===== src/rtl/sa_act_skew.sv =====
// Activation skew feeder for the systolic array: delays row r of each accepted
// vector by r extra cycles and drives the array mode for the pass plus its drain.
module sa_act_skew #(
    parameter int ROWS          = 4,
    parameter int COLS          = 4,
    parameter int MUL_DATAWIDTH = 8
) (
    input  logic                          clk,
    input  logic                          rst,
    input  logic                          i_start,
    input  logic                          i_valid,
    output logic                          o_ready,
    input  logic [ROWS*MUL_DATAWIDTH-1:0] i_act,
    input  logic                          i_last,
    output logic [ROWS*MUL_DATAWIDTH-1:0] o_act,
    output logic [ROWS-1:0]               o_row_valid,
    output logic                          o_mode,
    output logic                          o_busy,
    output logic                          o_done
);

    // Drain spans the last row's skew plus propagation across every column.
    localparam int DRAIN_LEN = ROWS + COLS - 1;
    localparam int CNT_W     = (DRAIN_LEN > 1) ? $clog2(DRAIN_LEN) : 1;
    localparam logic [CNT_W-1:0] CNT_LAST = CNT_W'(DRAIN_LEN - 1);

    typedef enum logic [1:0] {IDLE, STREAM, DRAIN} state_t;

    state_t           state;
    state_t           state_next;
    logic [CNT_W-1:0] drain_cnt;
    logic             accept;
    logic             drain_end;

    assign accept    = i_valid && o_ready;
    assign drain_end = (state == DRAIN) && (drain_cnt == CNT_LAST);

    // NOTE: sequential state uses non-blocking assignments so every register
    // samples pre-edge values; the combinational processes use blocking ones.
    always_ff @(posedge clk) begin
        if (rst) state <= IDLE;
        else     state <= state_next;
    end

    // NOTE: state_next gets a default first so no path through the case infers a latch.
    always_comb begin
        state_next = state;
        case (state)
            IDLE:    if (i_start)          state_next = STREAM;
            STREAM:  if (accept && i_last) state_next = DRAIN;
            DRAIN:   if (drain_end)        state_next = IDLE;
            default:                       state_next = IDLE;
        endcase
    end

    always_comb begin
        o_ready = (state == STREAM);
        o_busy  = (state != IDLE);
        o_mode  = (state != IDLE);
    end

    always_ff @(posedge clk) begin
        if (rst) begin
            drain_cnt <= '0;
            o_done    <= 1'b0;
        end else begin
            drain_cnt <= (state == DRAIN && !drain_end) ? drain_cnt + CNT_W'(1) : '0;
            o_done    <= drain_end;
        end
    end

    for (genvar r = 0; r < ROWS; r++) begin : g_row
        logic [MUL_DATAWIDTH-1:0] data_q [0:r];
        logic                     tag_q  [0:r];

        // NOTE: the whole chain is reset, not only the tags, so o_act reads 0
        // after reset instead of stale elements from an aborted pass.
        always_ff @(posedge clk) begin
            if (rst) begin
                for (int s = 0; s <= r; s++) begin
                    data_q[s] <= '0;
                    tag_q[s]  <= 1'b0;
                end
            end else begin
                data_q[0] <= accept ? i_act[r*MUL_DATAWIDTH +: MUL_DATAWIDTH] : '0;
                tag_q[0]  <= accept;
                for (int s = 1; s <= r; s++) begin
                    data_q[s] <= data_q[s-1];
                    tag_q[s]  <= tag_q[s-1];
                end
            end
        end

        assign o_act[r*MUL_DATAWIDTH +: MUL_DATAWIDTH] = data_q[r];
        assign o_row_valid[r]                          = tag_q[r];
    end

endmodule


===== config.mk =====
export PLATFORM = sky130hd
export DESIGN_NAME = sa_act_skew
export DESIGN_NICKNAME = d
export VERILOG_FILES = /design/src/rtl/sa_act_skew.sv
export SDC_FILE = /design/constraint.sdc
export NUM_CORES = 1
export LEC_CHECK = 0
export ABC_AREA = 0
export CAP_MARGIN = 20
export CORE_MARGIN = 8
export CORE_UTILIZATION = 35
export CTS_BUF_LIST = sky130_fd_sc_hd__clkbuf_16
export DETAILED_ROUTE_END_ITERATION = 8
export PLACE_DENSITY = 0.58
export SETUP_SLACK_MARGIN = 0.3
export SYNTH_ARGS = -nofsm -noshare
export SYNTH_HDL_FRONTEND = slang
export SYNTH_SLANG_ARGS = --single-unit
export TNS_END_PERCENT = 1

===== constraint.sdc =====
create_clock -name clk -period 1.6 [get_ports clk]
set_input_delay 0.32 -clock clk [delete_from_list [all_inputs] [get_ports clk]]
set_output_delay 0.32 -clock clk [all_outputs]
set_load 0.01 [all_outputs]

; After elaboration in Yosys (flattened, before gate mapping)
; Memories as Yosys holds them, arrays and structs flattened.
; Cells that the tools add are included.
[totals]
word_cells = 81
ff_bits = 6
mem_bits_rw = 90
memories = 8
[mem_list]
columns = memory, depth, width, read_ports, rd_ports_with_merged_regs, wr, line
row1 = g_row[3].data_q, 4, 8, 4, 0, 4, 73  ; logic [MUL_DATAWIDTH-1:0] data_q [0:r];
row2 = g_row[2].data_q, 3, 8, 3, 0, 3, 73
row3 = g_row[1].data_q, 2, 8, 2, 0, 2, 73
row4 = g_row[0].data_q, 1, 8, 1, 0, 1, 73
row5 = g_row[3].tag_q, 4, 1, 4, 0, 4, 74  ; logic tag_q [0:r];
row6 = g_row[2].tag_q, 3, 1, 3, 0, 3, 74
row7 = 2 more memories, --, --, --, --, --, --
[op_classes]
n_addsub = 1
reduce_logical = 11
n_eq_ne = 6
mux = 33
bitwise_logic = 19
[ops]
columns = cell, count
row1 = 8-bit two-way mux, 14
row2 = 1-bit bitwise OR, 18
row3 = 1-bit two-way mux, 15
row4 = 8-bit OR reduction, 1
row5 = 2-bit two-way mux, 3
row6 = 2-bit case mux with 3 select lines, 1
row7 = 1-bit logical AND, 4
row8 = "2-bit inequality test, second input constant", 2
row9 = "3-bit by 1-bit adder with 3-bit output, second input constant", 1
row10 = "3-bit equality test, second input constant", 1
row11 = 3-bit AND reduction, 1
row12 = "2-bit by 1-bit equality test with 1-bit output, second input constant", 1
row13 = "2-bit equality test, second input constant", 1
row14 = 2-bit zero test, 1
row15 = "2-bit by 1-bit inequality test with 1-bit output, second input constant", 1
row16 = 2-bit nonzero test, 1
row17 = 2-bit OR reduction, 1
row18 = 1-bit zero test, 1
row19 = 1-bit inverter, 1
row20 = 1-bit OR reduction, 1

; Depth between registers and ports, before layout
[logic_depth]
word_depth = 6
depth_mapped = 5

; Least setup slack after synthesis
; OpenSTA, ideal clock, no wires.
[synth_timing]
kind = register to output
startpoint = register state[1]
endpoint = output o_mode
path_buffers = 1
t_required_ns = 1.280
path_stages_with_launch = 3
t_arrival_ns = 0.820
setup_slack_ns = 0.460
path_cell_list = dfxtp_1 or2_2 buf_4
[synth_via]
elab_chain_len = 1
[synth_rtl]
columns = item, line
row1 = from (decl), 29  ; state_t state;
row2 = from (signal assigned), 42  ; else state <= state_next;
row3 = 2-bit nonzero test, --
row4 = to (decl), 17  ; output logic o_mode,
; No other way between the ends.

==> results.toml <==
[timing]
worst_slack_ns = 0.0767
slew_violations = 0
hold_viol = 0
tns_ns = 0
rsz0062_at_grt = "yes"
holdWs_ns = 0.310
fmax_ghz = 0.656
fin_worst_skew_ns = 0.00605
setup_viol = 0
post-route-period-util_pct = 95.2
timing.final.crit_period_ns = 1.52
relSlewSlack_pct = 82.7
worst-slew-pin-transition_ns = 0.260

[placed_design]
numPortBuffers = 76
placed_cell_area_sq_um = 3380
dp.cells = 374
gp_congestion = 0.667
dp_slack_ns = 0.119

[logic_synthesis]
synthTopCellsByCount = "dfxtp_1 (90), nor2b_1 (51), and2_1 (20), buf_4 (18), and2_2 (12)"
synth_most_common_cell = "dfxtp_1"
ys_async_sr_fraction_pct = 0
syn_area_per_cell_sq_um = 12.0
synth_edf_count = 0
synth_flop_cell = "dfxtp_1"
ys_seq_elements = 90
syn_inst = 222
synthTopCellsByArea = "dfxtp_1 (67%), nor2b_1 (12%), buf_4 (5.1%), and2_1 (4.7%), and2_2 (3.4%)"
yosys.cell_types.count = 22
yosys.area.top_type_share_pct = 67.4
syn-num-nets = 261
synth_area_sq_um = 2670
yosys_warnings = 0
yosysSeqAreaShare_pct = 67.4
synth_top_area_cell = "dfxtp_1"

[floorplanning]
die_h_microns = 103
fp.dieW_microns = 103
fp.coreArea_sq_um = 7570
initial_utilization_pct = 35.3
die_area_sq_um = 10700
rows = 32
ioPinCount = 77

[drt]
avgRoutedWirePerCell_microns = 10.8
met2_wirelength_microns = 1920
vias = 1476
drc = 0
wirelength_met1_microns = 1760
final_antenna_net_count = 0
dr_wl_met3_microns = 487
maxUsedRoutingLayer = "met4"
drtIter0Drc = 25
routed_wl_microns = 4210
dr.pass1.iters = 4
vias_per_cell = 3.78

[power_and_ir_drop]
p_leak_nw = 1.46
vdd_drop_max_uv = 689
powerDensity_nw_per_um2 = 1260
power_mw = 4.67

[global_routing]
grt_max_degree = 54
grt-ovfl-total = 0
grt_pass1_vias = 1517
gr-usage-all-layers_pct = 8.60
grt_pass1_wl_microns = 6790
grt_antenna_before_repair = 0

[setup_path]
critPathKind = "reg -> out"
endpoint_kind = "output port"
slowest_stage = "clkdlybuf4s50_1"
arrival_ns = 1.20
crit_buf_inv = 1
cp_top_family = "buffers and inverters"
cpPeakStageDelay_ns = 0.55
crit_chain = "clkdlybuf4s50_1"
cp_max_fo = 1
cp-start-kind = "flop"
required_ns = 1.28

[finish]
final_cells = 390
area_growth_syn_to_layout_pct = 38.0
drive_gt1_share_pct = 12.5
final_nets = 322
final_core_util_pct = 48.8
num-fill-cells = 693
diodes = 0
stdcell_area_sq_um = 3690

[clocking]
hold_buffers = 0
cts_tree = "built"
clkSlewWorstSetupHoldPaths_ns = 0.06
cts_setup_buffers = 0
cts_buffers = 9
cts_sinks = 90
clk-insertion-delay-late_ns = 0.32
htree_num_levels = 3
clock_path_buffers = 2
root_buffer = "clkbuf_16"

[job]
drv_cap = 0

[worst_hold_path]
hold_class = "in -> reg"

[status]
outcome = "finished clean"
[state kept, by name (all words and copies together), names as in the netlist]
| register | cells |
|---|---|
| g_row.data_q | 80 |
| o_done | 1 |
| g_row.tag_q | 4 |
| state | 2 |
| drain_cnt | 3 |
[cells by family after synthesis]
family,synth area share [%]
DFF,67.4
muxes,0.374
buffers and inverters,7.58
and+or+nand+nor,23.1
AOI/OAI and AO/OA,0.608
adders and majority gates,0.936
[per-layer routing]
layer / vias up / track usage, %
li1: 781 / -
met1: 637 / 9.45
met2: 54 / 12.7
met3: 4 / 4.75
met4: 0 / 5.34
met5: - / 0
[layout make-up]
type	count	area [sq um]	area share [%]
Sequential cell	90	1810	48.9
Clock buffer	9	225	6.10
Clock inverter	7	92.6	2.51
Multi-Input combinational cell	104	669	18.1
Inverter	1	3.75	0.102
Timing Repair Buffer	77	766	20.7
Tap cell	102	128	3.46
[cell usage in the layout (no fill, tap or decap)]
cell,synthesis,final
inv_6,0,1
nand3_1,1,1
buf_12,0,1
nand4b_1,1,1
and3_4,1,1
buf_2,0,3
nand2_1,2,2
dfxtp_1,90,88
nor2_2,1,1
and2_1,20,20
o21ai_0,1,1
clkbuf_16,0,9
bufinv_16,0,2
nor2_1,6,6
ha_1,2,2
clkinv_1,0,2
nor2b_1,51,51
dfxtp_4,0,1
inv_1,1,1
dlygate4sd2_1,0,2
clkinvlp_4,0,1
nand3b_1,1,1
a31oi_1,1,1
clkdlybuf4s50_1,0,70
or2_2,1,1
mux2i_1,1,1
dlymetal6s2s_1,0,1
clkinv_4,0,1
and2_2,12,12
a21oi_1,1,1
dfxtp_2,0,1
and2b_2,1,1
[repair_timing]
| action | 4_1_cts | 5_1_grt |
|---|---|---|
| hold endpoints to repair | 0 | 0 |
| gates resized for setup | 10 | 4 |
| endpoints found under the setup margin | 40 | 40 |
[report_power, final]
group	switching [mW]	internal (mW)	leakage, nW
clock	0.820	1.36	0.151
combinational	0.0645	0.130	0.585
sequential	0.0121	2.27	0.728
total	0.896	3.77	1.46
[final timing paths]
check | from | cells past startpoint | end | slack, ns
setup / recovery | g_row[2].data_q[0][18]$_SDFF_PP0_ | 1 | o_act[18] | 0.08
hold / removal | rst | 4 | state[0]$_SDFFE_PP0P_ | 0.31
setup reg to reg | state[1]$_SDFFE_PP0P_ | 3 | g_row[1].data_q[0][2]$_SDFF_PP0_ | 0.51
hold reg to reg | g_row[3].data_q[1][5]$_SDFF_PP0_ | 1 | g_row[3].data_q[2][5]$_SDFF_PP0_ | 0.43
No activity file was read; power rests on OpenSTA's default activity.
